**config.mk**
```make
export PLATFORM = sky130hd
export DESIGN_NAME = pattern_sequencer
export DESIGN_NICKNAME = d
export VERILOG_FILES = /design/src/rtl/pattern_sequencer.sv
export SDC_FILE = /design/constraint.sdc
export NUM_CORES = 1
export LEC_CHECK = 0
export BUFFER_PORTS_ARGS = -buffer_cell sky130_fd_sc_hd__buf_4
export CORE_ASPECT_RATIO = 0.5
export CORE_MARGIN = 3
export CORE_UTILIZATION = 45
export CTS_BUF_LIST = sky130_fd_sc_hd__clkbuf_16
export DETAILED_ROUTE_END_ITERATION = 10
export PLACE_DENSITY = 0.65
export SETUP_SLACK_MARGIN = 0.02
export SKIP_LAST_GASP = 1
export SLEW_MARGIN = 15
export SYNTH_ARGS = -nofsm -noshare
export SYNTH_HDL_FRONTEND = slang
export SYNTH_SLANG_ARGS = --single-unit
```
**constraint.sdc**
```tcl
create_clock -name CLK -period 3.1 [get_ports CLK]
set_clock_uncertainty 0.2 [all_clocks]
set_input_delay 0.155 -clock CLK [delete_from_list [all_inputs] [get_ports CLK]]
set_output_delay 0.155 -clock CLK [all_outputs]
set_load 0.005 [all_outputs]
```
**src/rtl/pattern_sequencer.sv**
```systemverilog
// Pattern sequencer: UART command decode, frame-synchronous pattern
// select, auto-cycle stepping and one-byte ASCII acknowledge.
module pattern_sequencer #(
    parameter int FRAMES_PER_STEP = 60
) (
    input  logic       CLK,
    input  logic       i_Reset,
    input  logic       i_RX_DV,
    input  logic [7:0] i_RX_Byte,
    input  logic       i_VSync,
    input  logic       i_TX_Active,
    output logic       o_TX_DV,
    output logic [7:0] o_TX_Byte,
    output logic       o_SW1,
    output logic       o_SW2,
    output logic       o_SW3,
    output logic       o_SW4,
    output logic       o_Auto,
    output logic       o_Pending
);

    localparam int CW = (FRAMES_PER_STEP > 1) ? $clog2(FRAMES_PER_STEP) : 1;
    localparam logic [CW-1:0] LAST = CW'(FRAMES_PER_STEP - 1);

    typedef enum logic [1:0] {
        PAT_K = 2'd0,
        PAT_R = 2'd1,
        PAT_G = 2'd2,
        PAT_B = 2'd3
    } pat_t;

    function automatic logic [7:0] ack_of(input pat_t p);
        unique case (p)
            PAT_R:   return 8'h52;
            PAT_G:   return 8'h47;
            PAT_B:   return 8'h42;
            default: return 8'h4B;
        endcase
    endfunction

    function automatic logic [3:0] onehot_of(input pat_t p);
        unique case (p)
            PAT_R:   return 4'b0001;
            PAT_G:   return 4'b0010;
            PAT_B:   return 4'b0100;
            default: return 4'b1000;
        endcase
    endfunction

    logic          vsync_q;
    pat_t          cur, cur_n;
    pat_t          pend, pend_n;
    logic          pend_v, pend_v_n;
    logic          auto_q, auto_n;
    logic [CW-1:0] cnt, cnt_n;
    logic          ack_full, ack_full_n;
    logic [7:0]    ack_byte, ack_byte_n;
    logic          tx_dv, tx_dv_n;
    logic [7:0]    tx_byte, tx_byte_n;
    logic [3:0]    sw, sw_n;

    logic          tick;
    logic          is_star;
    logic          is_pat;
    logic          send;
    logic          pat_ack;
    pat_t          rx_pat;

    // Frame edge detect and command byte decode.
    always_comb begin
        tick    = vsync_q & ~i_VSync;
        is_star = i_RX_DV & (i_RX_Byte == 8'h2A);
        is_pat  = i_RX_DV & ~is_star;
        unique case (i_RX_Byte[3:0])
            4'h1:    rx_pat = PAT_R;
            4'h2:    rx_pat = PAT_G;
            4'h3:    rx_pat = PAT_B;
            default: rx_pat = PAT_K;
        endcase
    end

    // Next-state: ack send, tick application, mode toggle, pending capture.
    always_comb begin
        cur_n      = cur;
        pend_n     = pend;
        pend_v_n   = pend_v;
        auto_n     = auto_q;
        cnt_n      = cnt;
        ack_full_n = ack_full;
        ack_byte_n = ack_byte;
        tx_byte_n  = tx_byte;
        pat_ack    = 1'b0;

        // The queued byte leaves before any new ack of this cycle lands.
        send    = ack_full & ~i_TX_Active & ~tx_dv;
        tx_dv_n = send;
        if (send) begin
            tx_byte_n  = ack_byte;
            ack_full_n = 1'b0;
        end

        if (tick) begin
            if (pend_v) begin
                cur_n    = pend;
                pend_v_n = 1'b0;
                cnt_n    = '0;
                pat_ack  = 1'b1;
            end else if (auto_q) begin
                if (cnt == LAST) begin
                    cnt_n   = '0;
                    cur_n   = pat_t'(cur + 2'd1);
                    pat_ack = 1'b1;
                end else begin
                    cnt_n = cnt + CW'(1);
                end
            end else begin
                cnt_n = '0;
            end
        end

        if (is_star) begin
            auto_n = ~auto_q;
            cnt_n  = '0;
            if (!pat_ack) begin
                ack_full_n = 1'b1;
                ack_byte_n = auto_q ? 8'h4D : 8'h41;
            end
        end

        if (is_pat) begin
            pend_n   = rx_pat;
            pend_v_n = 1'b1;
        end

        if (pat_ack) begin
            ack_full_n = 1'b1;
            ack_byte_n = ack_of(cur_n);
        end

        sw_n = onehot_of(cur_n);
    end

    // State register with synchronous reset.
    always_ff @(posedge CLK) begin
        if (i_Reset) begin
            vsync_q  <= 1'b1;
            cur      <= PAT_K;
            pend     <= PAT_K;
            pend_v   <= 1'b0;
            auto_q   <= 1'b0;
            cnt      <= '0;
            ack_full <= 1'b0;
            ack_byte <= 8'h00;
            tx_dv    <= 1'b0;
            tx_byte  <= 8'h00;
            sw       <= 4'b1000;
        end else begin
            vsync_q  <= i_VSync;
            cur      <= cur_n;
            pend     <= pend_n;
            pend_v   <= pend_v_n;
            auto_q   <= auto_n;
            cnt      <= cnt_n;
            ack_full <= ack_full_n;
            ack_byte <= ack_byte_n;
            tx_dv    <= tx_dv_n;
            tx_byte  <= tx_byte_n;
            sw       <= sw_n;
        end
    end

    assign o_SW1     = sw[0];
    assign o_SW2     = sw[1];
    assign o_SW3     = sw[2];
    assign o_SW4     = sw[3];
    assign o_Auto    = auto_q;
    assign o_Pending = pend_v;
    assign o_TX_DV   = tx_dv;
    assign o_TX_Byte = tx_byte;

endmodule

```
==> qor.txt <==
outcome: completed
vias: 1055
synthesized area per cell: 9.222 µm²
Hold Path Class: primary input to register
Initial Util: 49.14%
sequential share of power: 45.4%
Routed WL per cell: 12.27 µm
CP startpoint: i_VSync
Synth Register Bits: 31
RSZ-0062 raised after global routing: no
Leak: 0.7022 nW
WP buf/inv: 2
commonest non-fill, non-tap cell in the layout: dfxtp_1
row cnt: 13
fin area: 1689 µm²
Multi-input gate area: 634.4 µm²
Slew Viols, Final: 0
cts bufs inserted: 5
Power Total: 915.6 µW
Pint: 725.3 µW
area grow syn2layout: 28.08%
fin crit share: 74.03%
First-pass DRT Iterations: 4
CTS tree: built
critical path depth in cells: 6
met1 Usage GRT: 22.40%
YS warnings: 0
layout cells sized above 1: 21.97%
clk buf depth: 2
Synth area leader: dfxtp_1
worst-margin pin slew: 830.0 ps
Post-DP Area: 1515 µm²
Core Area: 2684 µm²
depth of the CTS H-tree: 2
GRT overflow: 0
drt via density: 5.024
clock slew at reported path FFs: 50 ps
WP data arrival: 2280 ps
startpoint class of the critical path: primary input
Required @ worst endpoint: 3090 ps
net load switching power: 190.3 µW
GR peak layer: met2
detailed-route DRC error count: 0
fin crit period: 2295 ps
PD cells: 542.0 nW/µm²
most frequent cells in the layout: dfxtp_1 (31), buf_4 (26), nor2_1 (21)
Critical Path Max Stage Delay: 530 ps
register area share after synthesis: 47.06%
met3 usage: 6.707%
diodes inserted: 0
Post-CTS Resized: 0
# IOs: 28
Post-Route WL: 2.577 mm
DRT antenna net count: 0
final setup vio count: 0
Hold Slack: 14.10 ps
Crit path max-delay family: simple AND/OR/NAND/NOR gates
initial antenna violation count: 0
All-Layer GR Usage: 16.16%
crit end category: register
register area: 620.6 µm²
clock latency at the later pin of the worst-skew pair: 270 ps
area share of the largest cell type after synthesis: 47.06%
largest net degree at the start of global routing: 20
Netlist cell types: 39
Reg2Reg Setup Slack: 1000 ps
GR Util met2: 22.45%
RR Endpoint: ack_byte[2]
FF-to-FF Start: cnt[0]
crit-path max FO: 9
Setup Crit Path Kind: primary input to register
count of nets after finishing: 187
DP HPWL: 1.862 mm
Die Ht: 44.28 µm
cell count of the worst reg-to-reg path: 6
Fmax: 435.8 MHz
Switching Share: 20.78%
Placer Congestion: 0.8395
Initial DRC Count: 62
vias in the first global route: 917
crit path capture: ack_byte[2]
Final Hold Viols: 0
final core utilization: 62.94%
Synth area leaders: dfxtp_1 (47%), nor2_1 (6.0%), mux2i_1 (5.3%)
number of port buffers: 25
Post-Syn Instances: 143
setup TNS: 0 ps
die area: 3656 µm²
Most used DFF post-synth: dfxtp_1
highest-delay cell along the critical path: dlygate4sd3_1
clock sinks: 31
CTS root buffer: clkbuf_16
Relative slew margins: 44.17%
share of flip-flops with an asynchronous set or reset: 0%
Post-synth EDFFs: 0
global-route wire length before repair: 4.305 mm
combinational power share: 6.4%
VDD IR max: 323.6 µV
cells along the critical path: dlygate4sd3_1, buf_4, nor2b_1, o311ai_2, or3b_1, a221oi_2
fill count: 236
die width: 82.56 µm
synthesized area: 1319 µm²
Max Cap Violations: 0
Clk pwr share: 48.2%
kinds of logic (layout without fill, tap and decap cells):
logic type	count (synthesis)	in the layout	synth area share, %
adder cells (fa/ha/maj)	1	1	0.9486
XOR/XNOR	5	5	3.321
flip-flops	31	31	47.06
AO/OA/AOI/OAI	26	26	13.57
AND/OR/NAND/NOR	59	59	24.38
multiplexers	7	7	5.313
buffers and inverters	13	42	5.123
other	1	2	0.2844
synthesized netlist by cell type, drive strengths merged (3+ instances only):
library cell,n
inv,5
nand4,3
mux2i,7
buf,4
nand3,3
a22oi,4
nor3b,3
nand2,12
nor2,21
dfxtp,31
a21oi,11
and2,3
clkbuf,4
xor2,4
registers in the layout (all words and copies together), names as in the netlist:
register	count
ack_byte	6
cnt	6
o_TX_Byte	6
sw	4
cur	2
pend	2
ack_full	1
o_Auto	1
o_Pending	1
o_TX_DV	1
vsync_q	1
worst register-to-register path, stage by stage, from the launching register on:
cell and delay [ps]:
dfxtp_1 370, ha_1 270, nand4b_4 150, nor3_2 200
o311ai_2 170, or3b_1 450, a221oi_2 210
per-stage QoR:
step	cells	worst slack, ps
after floorplan	144	1191
after global placement	199	1107
after detailed placement	199	1007
after CTS	210	809.4
after global routing	210	657.9
final	210	805.1
final cells by class:
class | count | share of cell area (%)
clock buffer | 5 | 7.407
tap | 37 | 2.741
sequential | 31 | 36.74
timing repair buffer | 30 | 13.93
inverter | 5 | 1.111
clock inverter | 2 | 0.5185
multi-input combinational | 100 | 37.56
how the worst min path moves through the flow:
stage                start  slack [ps]  cells past startpoint         to
2_1_floorplan      i_VSync          60                      1    vsync_q
3_3_place_gp       i_VSync         160                      2    vsync_q
4_1_cts        i_TX_Active          20                      3   ack_full
6_report       i_TX_Active          10                      3   ack_full
5_1_grt            i_RX_DV          40                      3  o_Pending
3_5_place_dp       i_VSync         160                      2    vsync_q
what timing repair did:
| item | in CTS | in global routing |
|---|---|---|
| endpoints found under the hold margin | 4 | 0 |
| setup buffers | 0 | 0 |
| hold buffers | 4 | 0 |
layer usage:
| metal | vias to the layer above | part of all wire, % |
|---|---|---|
| met1 | 481 | 53 |
| li1 | 551 | - |
| met3 | 4 | 4.8 |
| met2 | 19 | 41 |
| met5 | - | 0 |
| met4 | 0 | 0.97 |
power groups by stage:
stage / combinational (mW) / clock [mW] / sequential [mW]
after CTS: 0.0578 / 0.450 / 0.416
final: 0.0582 / 0.442 / 0.416
after detailed placement: 0.0536 / 0 / 0.423
after global routing: 0.0643 / 0.474 / 0.416
after global placement: 0.0534 / 0 / 0.423
after floorplan: 0.0369 / 0 / 0.421
Power figures use the tool's default switching activity.
